`config.mk`:
```
export PLATFORM = sky130hd
export DESIGN_NAME = aibcr3_dcc_thm2gry64
export DESIGN_NICKNAME = d
export VERILOG_FILES = /design/src/rtl/aibcr3_dcc_thm2gry64.sv
export SDC_FILE = /design/constraint.sdc
export NUM_CORES = 1
export LEC_CHECK = 0
export ABC_AREA = 1
export ABC_CLOCK_PERIOD_IN_PS = 13800
export BUFFER_PORTS_ARGS = -buffer_cell sky130_fd_sc_hd__buf_2
export CORE_MARGIN = 1
export CORE_UTILIZATION = 50
export DETAILED_ROUTE_END_ITERATION = 8
export PLACE_DENSITY_LB_ADDON = 0.12
export RECOVER_POWER = 100
export SETUP_SLACK_MARGIN = 0.1
export SYNTH_ARGS = -nofsm -noshare
export SYNTH_HDL_FRONTEND = slang
export SYNTH_SLANG_ARGS = --single-unit
```
`constraint.sdc`:
```
create_clock -name CLKIN -period 13.8 [get_ports CLKIN]
set_clock_uncertainty 0.1 [all_clocks]
set_input_delay 1.38 -clock CLKIN [delete_from_list [all_inputs] [get_ports CLKIN]]
set_output_delay 1.38 -clock CLKIN [all_outputs]
set_load 0.02 [all_outputs]
```
`src/rtl/aibcr3_dcc_thm2gry64.sv`:
```
// Thermometer-to-grey readback for the DCC delay line: bubble repair, popcount,
// stability filter and a valid/ack handoff of the count in binary and grey.
module aibcr3_dcc_thm2gry64 #(
  parameter int unsigned STABLE_CNT = 4
) (
  input  logic        CLKIN,
  input  logic        RST,
  input  logic [63:0] therm_in,
  input  logic        sample_en,
  input  logic        gry_ack,
  output logic [6:0]  gry_out,
  output logic [6:0]  bin_out,
  output logic        gry_vld,
  output logic        bubble_err,
  output logic        busy
);

  typedef enum logic [1:0] {
    IDLE   = 2'd0,
    FILTER = 2'd1,
    HOLD   = 2'd2
  } state_e;

  state_e      state_q, state_d;
  logic [63:0] s1_q, s1_d;
  logic        s1_vld_q, s1_vld_d;
  logic [6:0]  cnt_q, cnt_d;
  logic        cnt_vld_q, cnt_vld_d;
  logic [6:0]  prev_q, prev_d;
  logic [3:0]  mcnt_q, mcnt_d;
  logic [6:0]  bin_q, bin_d;
  logic [6:0]  gry_q, gry_d;
  logic        gry_vld_q, gry_vld_d;
  logic        bubble_q, bubble_d;

  logic [65:0] ext;
  logic [63:0] corr;
  logic [6:0]  cnt_comb;
  logic        raw_bad;
  logic        capture_ok;
  logic        filt_step;
  logic        present;
  logic        ack_clear;

  // Bubble repair: ext carries the implicit 1 below bit0 and 0 above bit63.
  always_comb begin
    ext = {1'b0, s1_q, 1'b1};
    for (int unsigned i = 0; i < 64; i++) begin
      corr[i] = (ext[i] & ext[i+1]) | (ext[i+1] & ext[i+2]) | (ext[i] & ext[i+2]);
    end
    cnt_comb = '0;
    for (int unsigned i = 0; i < 64; i++) begin
      cnt_comb = cnt_comb + 7'(corr[i]);
    end
    raw_bad = |(s1_q[63:1] & ~s1_q[62:0]);
  end

  always_comb begin
    capture_ok = (state_q != HOLD);
    filt_step  = cnt_vld_q && capture_ok;

    s1_d      = s1_q;
    s1_vld_d  = sample_en && capture_ok;
    if (sample_en && capture_ok) begin
      s1_d = therm_in;
    end

    cnt_d     = s1_vld_q ? cnt_comb : cnt_q;
    cnt_vld_d = s1_vld_q && capture_ok;

    prev_d = prev_q;
    mcnt_d = mcnt_q;
    if (filt_step) begin
      if ((mcnt_q == 4'd0) || (cnt_q != prev_q)) begin
        prev_d = cnt_q;
        mcnt_d = 4'd1;
      end else if (mcnt_q != 4'd15) begin
        mcnt_d = mcnt_q + 4'd1;
      end
    end

    state_d   = state_q;
    present   = 1'b0;
    ack_clear = 1'b0;
    case (state_q)
      IDLE: begin
        if (cnt_vld_q) begin
          state_d = FILTER;
          if (mcnt_d == 4'(STABLE_CNT)) present = 1'b1;
        end
      end
      FILTER: begin
        if (filt_step && (mcnt_d == 4'(STABLE_CNT))) present = 1'b1;
      end
      HOLD: begin
        if (gry_ack) begin
          state_d   = IDLE;
          ack_clear = 1'b1;
          mcnt_d    = 4'd0;
        end
      end
      default: state_d = IDLE;
    endcase

    bin_d     = bin_q;
    gry_d     = gry_q;
    gry_vld_d = gry_vld_q;
    if (present) begin
      state_d   = HOLD;
      bin_d     = prev_d;
      gry_d     = prev_d ^ (prev_d >> 1);
      gry_vld_d = 1'b1;
    end
    if (ack_clear) gry_vld_d = 1'b0;

    // Set wins over clear so a bubble arriving with the ack is kept for the next result.
    bubble_d = (ack_clear ? 1'b0 : bubble_q) | (s1_vld_q & raw_bad);
  end

  always_ff @(posedge CLKIN) begin
    if (RST) begin
      state_q   <= IDLE;
      s1_q      <= '0;
      s1_vld_q  <= 1'b0;
      cnt_q     <= '0;
      cnt_vld_q <= 1'b0;
      prev_q    <= '0;
      mcnt_q    <= '0;
      bin_q     <= '0;
      gry_q     <= '0;
      gry_vld_q <= 1'b0;
      bubble_q  <= 1'b0;
    end else begin
      state_q   <= state_d;
      s1_q      <= s1_d;
      s1_vld_q  <= s1_vld_d;
      cnt_q     <= cnt_d;
      cnt_vld_q <= cnt_vld_d;
      prev_q    <= prev_d;
      mcnt_q    <= mcnt_d;
      bin_q     <= bin_d;
      gry_q     <= gry_d;
      gry_vld_q <= gry_vld_d;
      bubble_q  <= bubble_d;
    end
  end

  assign gry_out    = gry_q;
  assign bin_out    = bin_q;
  assign gry_vld    = gry_vld_q;
  assign bubble_err = bubble_q;
  assign busy       = (state_q != IDLE);

endmodule

```
Word-level counts from Yosys, hierarchy flattened:

Index checks and enable logic that the tools add are counted.

* add/subtract/negate cells: 64
* equal/unequal tests: 11
* multiplexer cells: 18
* bitwise logic cells: 257
* reduce and logical (&&, ||, !) cells: 13

Operators by type and width (count)
* $add A7 B1 Y7: 57
* $or A1 B1 Y1: 127
* $and A1 B1 Y1: 126
* $and A63 B63 Y63: 1
* $not A63 Y63: 1
* $reduce_or A63 Y1: 1
* $mux W4: 5
* $mux W7: 2
* $ne A2 B2 Y1 const B: 4
* $add A6 B1 Y7: 1
* $ne A7 B7 Y1: 1
* $xor A7 B6 Y7: 1
* $add A5 B1 Y6: 1
* $mux W1: 6
* $mux W2: 3
* $ne A3 B3 Y1 const B: 2
* $pmux W2 S3: 1
* $reduce_and A3 Y1: 2
* $add A4 B1 Y5: 1
* $add A3 B1 Y4: 1
* $add A4 B1 Y4 const B: 1
* $eq A4 B3 Y1 const B: 1
* $logic_and A1 B1 Y1: 4
* $logic_not A4 Y1: 1
* 11 further kinds: 12

* flip-flop bits (word level): 102
* bits of input ports: 68
* output and inout port bits: 17
* word-level logic and storage cells: 375

Depth between registers and ports, before layout:

Gate-level depths: netlist (run 1).

* depth after elaboration: 66
* mapped depth: 25
* mapped depth without buffers: 25

Worst setup path before layout (run 1):

OpenSTA, ideal clock, no wires.

* path kind: flip-flop to flip-flop
* start point: register s1_q[54]
* end point: register cnt_q[4]
* library setup time: 0.115 ns
* arrival: 5.869 ns
* data required time: 13.585 ns
* setup slack: 7.715 ns
* cell stages (with the launch flop): 24
* buffers on the path: 0
* period minus slack after synthesis: 6.085 ns
* cell sequence: dfxtp_1 > nor2_1 > o21a_1 > fa_1 > inv_1 > fa_1 > fa_1 > inv_1 > fa_1 > fa_1 > inv_1 > fa_1 > inv_1 > fa_1 > fa_1 > inv_1 > ha_1 > inv_1 > fa_1 > inv_1 > a31oi_1 > xor2_1 > o21ai_0 > inv_1

* longest elaborated chain between the ends: 14
* elaborated cells on any way between the ends: 21
* classes of those cells: 11 x add/sub; 10 x bitwise

Ends and longest elaborated chain
* start: declaration: line 25 `logic [63:0] s1_q, s1_d;`
* start signal: assignment: line 123 `s1_q <= '0;`
* start signal: assignment: line 135 `s1_q <= s1_d;`
* $and A1 B1 Y1: line 49 `corr[i] = (ext[i] & ext[i+1]) | (ext[i+1] & ext[i+2]) | (ext[i] & ext[i+2]);`
* $or A1 B1 Y1 (2 in a row): line 49
* $add A7 B1 Y7 (2 in a row): line 53 `cnt_comb = cnt_comb + 7'(corr[i]);`
* $add A7 B1 Y7 * (9 in a row): line 53
* end signal: assignment: line 137 `cnt_q <= cnt_d;`
* end: declaration: line 27 `logic [6:0] cnt_q, cnt_d;`

Every way passes the cells marked *; elsewhere a longest branch is shown, timed or not.
A chain may end at the register's enable or synchronous reset.

Worst setup path in the final report (run 1):

* start point: register s1_q[30]
* end point: register cnt_q[4]

* longest elaborated chain between the ends: 38
* elaborated cells on any way between the ends: 45
* classes of those cells: 35 x add/sub; 10 x bitwise

Ends and longest elaborated chain (line)
* $and A1 B1 Y1: 49
* $or A1 B1 Y1 (2 in a row): 49
* $add A7 B1 Y7 (2 in a row): 53
* $add A7 B1 Y7 * (33 in a row): 53

Marked as above.

==> metrics, run 1 <==
Setup CP Type reg -> reg; TritonRoute pass-1 iters 5; Final ANT Viol Nets 0; Die Area 13600 um2; # port buffers 84; cts repair resizes 0; met3 track demand over resource 0.0467; Yosys warnings 0; commonest non-fill, non-tap cell in the layout nand2_1; setup bufs post-CTS 0; Core Rows just over 40; die width 117 um; layout cell share with drive strength beyond 1 0.0984; synthesized area ~6600 um2; Yosys reg bits 101; clock insertion delay at the later pin of the skew report 0.36 ns; Core Area about 13000 um2; routed len/inst 11.9 um; MaxCap Viol Count 3; period utilisation layout 0.464; initial antenna violation count 0; Rel. slew slack -0.216; Critical Path Sink Type register; Longest Clk Path Bufs 2; die height about 120 um; min cycle time layout 6.41 ns; GRT met2 Usage 0.330; setup tns final 0 ns; CTS tree yes; slowest stage delay, CP 0.55 ns; Max Slew Vio Count 166; worst path cell trace inv_1 > o21ai_0 > fa_1 > fa_1 > inv_1 > fa_1 > fa_1 > inv_1 > fa_1 > fa_1 > inv_1 > fa_1 > fa_1 > inv_1 > ha_1 > inv_1 > fa_1 > inv_1 > a31oi_1 > xor2_1 > o21ai_0 > inv_1; Ant. Diodes 0; Worst-path clk slew about 0.070 ns; vias about 5600; final hold vios 0; clock sinks 101; Starting Density 0.516; Layout area overhead 12.4%; Fillers 1277; Synth Net Count between 1000 and 1500; met1 Use GR 0.327; busiest layer in global routing met2; CP Data Arrival Time 6.56 ns; worst vdd ir roughly 0.00023 V; total gr overflow 0; vias in the first global route about 4900; min-delay worst type reg -> reg; critical path required time 13.96 ns; DRC errors left 0; GRT Util Overall 0.222; Num CTS Buffers 9; failing checks max-capacitance violations, max-slew violations; HPWL after DPL between 10000 and 15000 um; CTS Root Cell clkbuf_16; Nets about 1100; sequential share of the synthesized area 0.308; CP Max Fanout 5; H-tree levels 3; max frequency around 160 MHz; Synth Area per Inst 7.21 um2; RSZ-0062 raised after global routing no; commonest non-fill, non-tap cells in the layout 167 x nand2_1, 150 x inv_1, 140 x nor2_1; Synth Instances 911; CP max-delay cell fa_1; routability cong. 0.804; final wirelength between 10000 and 15000 um; largest net degree at the start of global routing 77; CP most frequent cell fa_1; first-pass GRT wire length ~23000 um; # hold bufs at CTS 0; boundary pin count 85; Worst Setup Start Kind register; final core occ 0.580; leakage about 3.6 nW; Final setup viols 0; Cell Pwr Density 193 nW/um2; status finished with violations; vias per cell 4.80; DR iter-0 viols roughly 360; Cell variety after synth 35; Worst Max-Slew Pin Slew 1.82 ns
-- path summary, 6_finish.rpt --
path	startpoint	to	slack [ns]	depth (start not counted)
max reg2reg	s1_q[30]$_SDFFE_PP0P_	cnt_q[4]$_SDFFE_PP0P_	7.39	22
min reg2reg	gry_vld$_SDFFE_PP0P_	gry_vld$_SDFFE_PP0P_	0.35	2
max	s1_q[30]$_SDFFE_PP0P_	cnt_q[4]$_SDFFE_PP0P_	7.39	22
min	gry_vld$_SDFFE_PP0P_	gry_vld$_SDFFE_PP0P_	0.35	2
-- layer usage --
| metal | up-vias | part of all wire |
|---|---|---|
| met3 | 9 | 0.046 |
| li1 | 2986 | - |
| met2 | 115 | 0.43 |
| met1 | 2449 | 0.51 |
| met4 | 0 | 0.011 |
| met5 | - | 0 |
-- layout make-up --
type | instances | area (um2) | share of cell area
Timing Repair Buffer | 86 | 405 | 0.0549
Multi-Input combinational cell | 631 | 3850 | 0.522
Inverter | 152 | 571 | 0.0773
Tap cell | 172 | 215 | 0.0291
Clock inverter | 5 | 66.3 | 0.00898
Clock buffer | 11 | 253 | 0.0342
Sequential cell | 101 | 2020 | 0.274
-- where the power goes --
part / switching, W / internal (W) / total, W
logic: 0.000470 / 0.000349 / 0.000819
clock network: 0.000117 / 0.000153 / 0.000270
registers: 0.0000218 / 0.000312 / 0.000334
total: 0.000609 / 0.000814 / 0.00142
-- cells by family (layout without fill, tap and decap cells) --
group	after synthesis	in the layout	share of synthesized area
compound gates	201	201	0.160
xor+xnor	8	8	0.0118
fa+ha+maj	71	71	0.197
buf+inv	179	254	0.104
flops	101	101	0.308
simple gates	351	351	0.219
-- synth_stat cells --
library cell | count | area share
a21oi_1 | 83 | 0.063
nor2_1 | 139 | 0.079
clkbuf_1 | 23 | 0.013
or2_2 | 1 | 0.00095
fa_1 | 54 | 0.16
buf_2 | 2 | 0.0015
nand3_2 | 1 | 0.0015
inv_2 | 2 | 0.0011
xor2_1 | 3 | 0.0040
a31oi_1 | 1 | 0.00095
nor2_2 | 2 | 0.0019
buf_6 | 1 | 0.0017
nor2_4 | 2 | 0.0034
o21a_1 | 5 | 0.0057
nor2_8 | 1 | 0.0030
inv_1 | 150 | 0.086
nand4_1 | 2 | 0.0019
ha_1 | 17 | 0.032
o21bai_1 | 4 | 0.0046
nor3b_1 | 1 | 0.0011
xor2_2 | 1 | 0.0025
nand2_4 | 2 | 0.0034
nand2_1 | 166 | 0.095
buf_4 | 1 | 0.0011
nor3_1 | 3 | 0.0023
nor4_1 | 3 | 0.0029
o21ai_2 | 1 | 0.0013
xnor2_1 | 4 | 0.0053
o211ai_1 | 1 | 0.0011
o2111a_1 | 1 | 0.0017
a21oi_4 | 1 | 0.0025
nand3_1 | 25 | 0.019
dfxtp_1 | 101 | 0.31
nand2_2 | 3 | 0.0029
o21ai_0 | 104 | 0.079
-- state kept, by name (all words and copies together) (netlist names) --
register	count
bin_out	7
bubble_err	1
cnt_q	7
cnt_vld_q	1
gry_out	6
gry_vld	1
mcnt_q	4
prev_q	7
s1_q	64
s1_vld_q	1
state_q	2
-- through the flow --
stage,hold slack [ns],instance area [um2],setup WS (ns),total power (W),instances
2_1_floorplan,0.339,6570,7.72,0.00101,911
3_3_place_gp,0.336,7110,7.52,0.00117,1142
3_5_place_dp,0.338,7110,7.37,0.00117,1142
4_1_cts,0.349,7430,7.35,0.00145,1158
5_1_grt,0.377,7380,7.06,0.00164,1158
6_report,0.352,7380,7.39,0.00142,1158
-- worst max-delay path, delay by kind of cell (launching register included) --
kind / cells / cell delay (ns)
xor+xnor: 1 / 0.16
flops: 1 / 0.39
buf+inv: 8 / 0.50
fa+ha+maj: 10 / 4.61
compound gates: 3 / 0.56
Note: power is estimated with default switching activity, not from simulation.
==> inputs of run 2 (changes only) <==
--- a/config.mk
+++ b/config.mk
@@ -6,7 +6,7 @@
 export NUM_CORES = 1
 export LEC_CHECK = 0
 export ABC_AREA = 1
-export ABC_CLOCK_PERIOD_IN_PS = 13800
+export ABC_CLOCK_PERIOD_IN_PS = 5550
 export BUFFER_PORTS_ARGS = -buffer_cell sky130_fd_sc_hd__buf_2
 export CORE_MARGIN = 1
 export CORE_UTILIZATION = 50
==> constraint.sdc (replaced) <==
create_clock -name CLKIN -period 5.55 [get_ports CLKIN]
set_clock_uncertainty 0.1 [all_clocks]
set_input_delay 0.555 -clock CLKIN [delete_from_list [all_inputs] [get_ports CLKIN]]
set_output_delay 0.555 -clock CLKIN [all_outputs]
set_load 0.02 [all_outputs]
==> run 2 against run 1 <==
Against the previous run: the flow finishes with violations (max-capacitance violations, max-slew violations, negative setup slack); hold slack worse by 0.0093 ns; fmax up 6.3%; clock-buffer cell count down 1; wire length up 8.3%; setup slack worse by 7.9 ns; clock power up 140%; sequential cell count unchanged; final cell count up 9.1%; cell area up 13%; via count up 8.1%; global-route usage up 1.3 points; utilization up 7.5 points; critical path type unchanged.
==> metrics, run 2 (synthesized netlist as in run 1, its figures left out) <==
vias in the first global route 5473 (was 4899); DRC errors left 0 (unchanged); Hold Path Cell Cnt 3 (was 2); Critical Path Sink Type register (unchanged); setup tns final -2.34 ns (was 0 ns); Longest Clk Path Bufs 2 (unchanged); Core Area 12700 um2 (unchanged); final wirelength 14900 um (was 13800 um); TritonRoute pass-1 iters 4 (was 5); commonest non-fill, non-tap cell in the layout nand2_1 (unchanged); CP Max Fanout 5 (unchanged); Levels on crit path 23 (was 22); Final ANT Viol Nets 0 (unchanged); Worst Setup Start Kind register (unchanged); period utilisation layout 1.09 (was 0.464); combinational share of power 0.669 (was 0.576); Buf/Inv on CP 5 (was 8); Core Rows 41 (unchanged); Num CTS Buffers 9 (unchanged); initial antenna violation count 0 (unchanged); clock sinks 101 (unchanged); Ant. Diodes 0 (unchanged); vias per cell 4.76 (was 4.80); Max Slew Vio Count 169 (was 166); Clk network pwr share 0.146 (was 0.190); critical path required time 5.76 ns (was 13.96 ns); leakage 4.15 nW (was 3.63 nW); Crit path max-delay family adder cells (unchanged); boundary pin count 85 (unchanged); HPWL after DPL 11300 um (was 10600 um); Setup CP Type reg -> reg (unchanged); Cell Pwr Density 538 nW/um2 (was 193 nW/um2); GRT Util Overall 0.235 (was 0.222); # port buffers 84 (unchanged); total gr overflow 0 (unchanged); RSZ-0062 raised after global routing yes (was no); Sw Pwr 0.00188 W (was 0.000609 W); Nets 1225 (was 1120); commonest non-fill, non-tap cells in the layout 163 x nand2_1, 144 x inv_1, 133 x nor2_1 (was 167 x nand2_1, 150 x inv_1, 140 x nor2_1); DR iter-0 viols 289 (was 359); worst vdd ir 0.000788 V (was 0.000232 V); H-tree levels 3 (unchanged); first-pass GRT wire length 24800 um (was 23100 um); Layout area overhead 26.9% (was 12.4%); Layout Cell Area excl Fill 8340 um2 (was 7380 um2); routed len/inst 11.8 um (was 11.9 um); Internal 0.00261 W (was 0.000814 W); slowest stage delay, CP 0.58 ns (was 0.55 ns); failing checks max-capacitance violations, max-slew violations, negative setup slack (was max-capacitance violations, max-slew violations); Worst Max-Slew Pin Slew 3.23 ns (was 1.82 ns); Rel. slew slack -1.15 (was -0.216); final hold vios 0 (unchanged); routability cong. 0.818 (was 0.804); status finished with violations (unchanged); CP max-delay cell fa_1 (unchanged); R2R cell count 23 (was 22); min cycle time layout 6.03 ns (was 6.41 ns); Worst-path clk slew 0.07 ns (about the same); layout cell share with drive strength beyond 1 0.246 (was 0.0984); Die Area 13600 um2 (unchanged); die height 117 um (unchanged); min-delay worst type in -> reg (was reg -> reg); Largest Register s1_q (unchanged); MaxCap Viol Count 2 (was 3); dpl cell area 7940 um2 (was 7110 um2); Final setup viols 6 (was 0); CTS Root Cell clkbuf_16 (unchanged); Flop pwr share 0.185 (was 0.235); die width 117 um (unchanged); CP Data Arrival Time 6.24 ns (was 6.56 ns); max frequency 166 MHz (was 156 MHz); sw frac 0.419 (was 0.428); vias 6008 (was 5559); clock insertion delay at the later pin of the skew report 0.36 ns (about the same); largest net degree at the start of global routing 92 (was 77); Starting Density 0.516 (unchanged); worst path cell trace nand2_2 > nand3_1 > fa_1 > inv_1 > fa_2 > inv_1 > fa_2 > fa_2 > fa_1 > fa_1 > fa_1 > inv_1 > fa_1 > inv_1 > ha_4 > a21oi_1 > nand2_1 > nand2_1 > nand2_1 > a21oi_2 > xor2_1 > o21ai_1 > inv_1 (was inv_1 > o21ai_0 > fa_1 > fa_1 > inv_1 > fa_1 > fa_1 > inv_1 > fa_1 > fa_1 > inv_1 > fa_1 > fa_1 > inv_1 > ha_1 > inv_1 > fa_1 > inv_1 > a31oi_1 > xor2_1 > o21ai_0 > inv_1); Largest register FFs 64 (unchanged); PnR worst setup slack -0.480 ns (was 7.39 ns); CTS tree yes (unchanged)
[run 2: changes by cell type in the layout (fill, tap and decap cells not counted), moves of 9 or more]
cell / change
o21ai_0: -15
fa_2: +9
buf_4: +105
dfxtp_2: +20
dfxtp_1: -25
fa_1: -9
[run 2: timing repair]
action / 4_1_cts / 5_1_grt
cloned: 0 / 0
setup buffers: 1 / 3
endpoints found under the hold margin: 0 / 0
hold buffers: 0 / 0
pin swaps: 15 / 14
gates resized for setup: 35 / 26
setup endpoints to repair: 7 / 7
[run 2: area by class of cell]
type	count	area, um2
fillers	1254	4390
multi-input cells	631	3980
clock inverters	6	68.8
repair buffers	191	1200
flip-flops and latches	101	2070
clock buffers	10	239
inverters	152	571
well taps	172	215
[run 2: per-layer routing]
layer,GRT usage,up-vias,routed length [um]
met2,0.382,97,6880
met3,0.0519,10,547
met5,0,-,0
met1,0.322,2710,7360
met4,0.0506,0,125
li1,-,3191,-
[run 2: worst paths after layout]
kind | startpoint | to | slack (ns)
worst max-delay path | s1_q[20]$_SDFFE_PP0P_ | cnt_q[5]$_SDFFE_PP0P_ | -0.48
worst min-delay path | therm_in[54] | s1_q[54]$_SDFFE_PP0P_ | 0.34
worst min register to register | gry_vld$_SDFFE_PP0P_ | gry_vld$_SDFFE_PP0P_ | 0.35
worst max register to register | s1_q[20]$_SDFFE_PP0P_ | cnt_q[5]$_SDFFE_PP0P_ | -0.48
[run 2: tightest hold or removal path, stage by stage]
cell and delay [ns]:
buf_2 0.07, o21ai_0 0.07, nor2_1 0.07
[run 2: power groups by stage]
stage | registers [W] | clock network, W | logic (W)
final | 0.000829 | 0.000655 | 0.00300
after global routing | 0.000837 | 0.000696 | 0.00345
after CTS | 0.000827 | 0.000672 | 0.00289
after detailed placement | 0.000841 | 0 | 0.00276
after global placement | 0.000840 | 0 | 0.00272
after floorplan | 0.000835 | 0 | 0.00196
[run 2: stage by stage]
step                hold WS, ns  setup slack, ns  std cells  power (W)  utilization
CTS                       0.331           -0.478       1260    0.00439        0.654
global route              0.352           -0.716       1263    0.00498        0.655
finish                    0.343           -0.480       1263    0.00448        0.655
global placement          0.335           -0.489       1243    0.00356        0.624
detailed placement        0.337           -0.582       1243    0.00360        0.624
floorplan                 0.343           -0.334        911    0.00279            -
==> inputs of run 3 (changes only) <==
--- a/config.mk
+++ b/config.mk
@@ -6,7 +6,7 @@
 export NUM_CORES = 1
 export LEC_CHECK = 0
 export ABC_AREA = 1
-export ABC_CLOCK_PERIOD_IN_PS = 5550
+export ABC_CLOCK_PERIOD_IN_PS = 7250
 export BUFFER_PORTS_ARGS = -buffer_cell sky130_fd_sc_hd__buf_2
 export CORE_MARGIN = 1
 export CORE_UTILIZATION = 50
==> constraint.sdc (replaced) <==
create_clock -name CLKIN -period 7.25 [get_ports CLKIN]
set_clock_uncertainty 0.1 [all_clocks]
set_input_delay 0.725 -clock CLKIN [delete_from_list [all_inputs] [get_ports CLKIN]]
set_output_delay 0.725 -clock CLKIN [all_outputs]
set_load 0.02 [all_outputs]
==> run 3 against run 2 <==
Against the previous run: setup slack improved by 1.4 ns; register-to-register slack improved by 1.4 ns; largest cell class unchanged; final cell count fell by 8.4%; clock power fell by 31%; die area did not move; sequential power fell by 23%; sequential share of layout area rose by 2.9 points; the flow finishes with violations (max-capacitance violations, max-slew violations).
==> metrics, run 3 (synthesized netlist as in run 1, its figures left out) <==
leakage 3.61 nW (was 4.15 nW); sw frac 0.434 (was 0.419); CTS tree yes (unchanged); # port buffers 84 (unchanged); Worst Setup Start Kind register (unchanged); Layout area overhead 11.0% (was 26.9%); Largest register FFs 64 (unchanged); Critical Path Sink Type register (unchanged); first-pass GRT wire length 23000 um (was 24800 um); Max Slew Vio Count 166 (was 169); CTS Root Cell clkbuf_16 (unchanged); MaxCap Viol Count 3 (was 2); period utilisation layout 0.873 (was 1.09); CP Max Fanout 5 (unchanged); setup bufs post-CTS 0 (was 1); HPWL after DPL 10500 um (was 11300 um); Core Rows 41 (unchanged); TritonRoute pass-1 iters 5 (was 4); Rel. slew slack -0.187 (was -1.15); initial antenna violation count 0 (unchanged); DR iter-0 viols 287 (was 289); combinational share of power 0.588 (was 0.669); Starting Density 0.516 (unchanged); Internal 0.00149 W (was 0.00261 W); cts repair resizes 0 (was 35); Setup CP Type reg -> reg (unchanged); vias 5561 (was 6008); min cycle time layout 6.33 ns (was 6.03 ns); GRT Util Overall 0.222 (was 0.235); clock insertion delay at the later pin of the skew report 0.36 ns (about the same); vias per cell 4.81 (was 4.76); commonest non-fill, non-tap cell in the layout nand2_1 (unchanged); Fillers 1286 (was 1254); Worst Max-Slew Pin Slew 1.78 ns (was 3.23 ns); Longest Clk Path Bufs 2 (unchanged); total power 0.00263 W (was 0.00448 W); Die Area 13600 um2 (unchanged); routability cong. 0.803 (was 0.818); RSZ-0062 raised after global routing no (was yes); Num CTS Buffers 9 (unchanged); Flop pwr share 0.241 (was 0.185); final wirelength 13700 um (was 14900 um); die width 117 um (unchanged); status finished with violations (unchanged); final hold vios 0 (unchanged); failing checks max-capacitance violations, max-slew violations (was max-capacitance violations, max-slew violations, negative setup slack); Cell Pwr Density 361 nW/um2 (was 538 nW/um2); Worst-path clk slew 0.07 ns (about the same); Clk network pwr share 0.171 (was 0.146); clock sinks 101 (unchanged); Ant. Diodes 0 (unchanged); critical path required time 7.41 ns (was 5.76 ns); layout cell share with drive strength beyond 1 0.0904 (was 0.246); Final setup viols 0 (was 6); CP Data Arrival Time 6.49 ns (was 6.24 ns); worst vdd ir 0.000455 V (was 0.000788 V); Core Area 12700 um2 (unchanged); setup tns final 0 ns (was -2.34 ns); commonest non-fill, non-tap cells in the layout 168 x nand2_1, 152 x inv_1, 142 x nor2_1 (was 163 x nand2_1, 144 x inv_1, 133 x nor2_1); Nets 1120 (was 1225); die height 117 um (unchanged); total gr overflow 0 (unchanged); min-delay worst type reg -> reg (was in -> reg); # hold bufs at CTS 0 (unchanged); DRC errors left 0 (unchanged); max frequency 158 MHz (was 166 MHz); Final ANT Viol Nets 0 (unchanged); H-tree levels 3 (unchanged); vias in the first global route 4813 (was 5473); Sw Pwr 0.00114 W (was 0.00188 W); Largest Register s1_q (unchanged); boundary pin count 85 (unchanged); routed len/inst 11.8 um (about the same); largest net degree at the start of global routing 77 (was 92)
[run 3: cell count changes in the layout (fill, tap and decap cells not counted), sizes merged]
cell,previous run,this run
buf,172,66
bufinv,1,0
clkbuf,29,30
clkinvlp,1,0
clkinv,2,3
[run 3: power groups by stage]
stage | Combinational [W] | Sequential [W] | Clock [W]
floorplan | 0.00128 | 0.000638 | 0
global placement | 0.00158 | 0.000647 | 0
detailed placement | 0.00159 | 0.000648 | 0
CTS | 0.00160 | 0.000635 | 0.000461
global route | 0.00192 | 0.000643 | 0.000485
finish | 0.00155 | 0.000635 | 0.000451
[run 3: routing by layer]
layer | vias up | wire length (um) | global-route usage
met5 | - | 0 | 0
met3 | 12 | 533 | 0.0374
li1 | 2982 | - | -
met4 | 0 | 183 | 0.0768
met2 | 99 | 5910 | 0.330
met1 | 2468 | 7040 | 0.324
[run 3: critical path, stage by stage, from the launching register on]
cell and delay [ns]:
dfxtp_1 0.39, inv_1 0.10, o21ai_0 0.26, fa_1 0.49
fa_1 0.52, inv_1 0.06, fa_1 0.52, fa_1 0.51
inv_1 0.05, fa_1 0.47, fa_1 0.55, inv_1 0.05
fa_1 0.50, fa_1 0.48, inv_1 0.07, ha_1 0.16
inv_1 0.05, fa_1 0.39, inv_1 0.07, a31oi_1 0.12
xor2_1 0.16, o21ai_0 0.14, inv_1 0.05
[run 3: final timing paths]
path                         start                    end  slack, ns  depth (start not counted)
max          s1_q[30]$_SDFFE_PP0P_  cnt_q[4]$_SDFFE_PP0P_       0.92                         22
max reg2reg  s1_q[30]$_SDFFE_PP0P_  cnt_q[4]$_SDFFE_PP0P_       0.92                         22
min           gry_vld$_SDFFE_PP0P_   gry_vld$_SDFFE_PP0P_       0.35                          2
min reg2reg   gry_vld$_SDFFE_PP0P_   gry_vld$_SDFFE_PP0P_       0.35                          2
[run 3: layout make-up]
class	instances	area [um2]	share of cell area
inverter	152	571	0.0782
clock inverter	5	36.3	0.00498
sequential	101	2020	0.277
timing repair buffer	86	405	0.0556
clock buffer	10	229	0.0314
tap	172	215	0.0295
multi-input combinational	631	3810	0.523
[run 3: per-stage QoR]
| step | hold WS [ns] | instance area, um2 | util | setup slack [ns] | std cells |
|---|---|---|---|---|---|
| 6_report | 0.355 | 7290 | 0.573 | 0.919 | 1157 |
| 4_1_cts | 0.352 | 7370 | 0.579 | 0.871 | 1157 |
| 3_5_place_dp | 0.341 | 7110 | 0.559 | 0.891 | 1142 |
| 2_1_floorplan | 0.339 | 6570 | - | 1.17 | 911 |
| 5_1_grt | 0.380 | 7290 | 0.573 | 0.516 | 1157 |
| 3_3_place_gp | 0.336 | 7110 | 0.559 | 0.964 | 1142 |
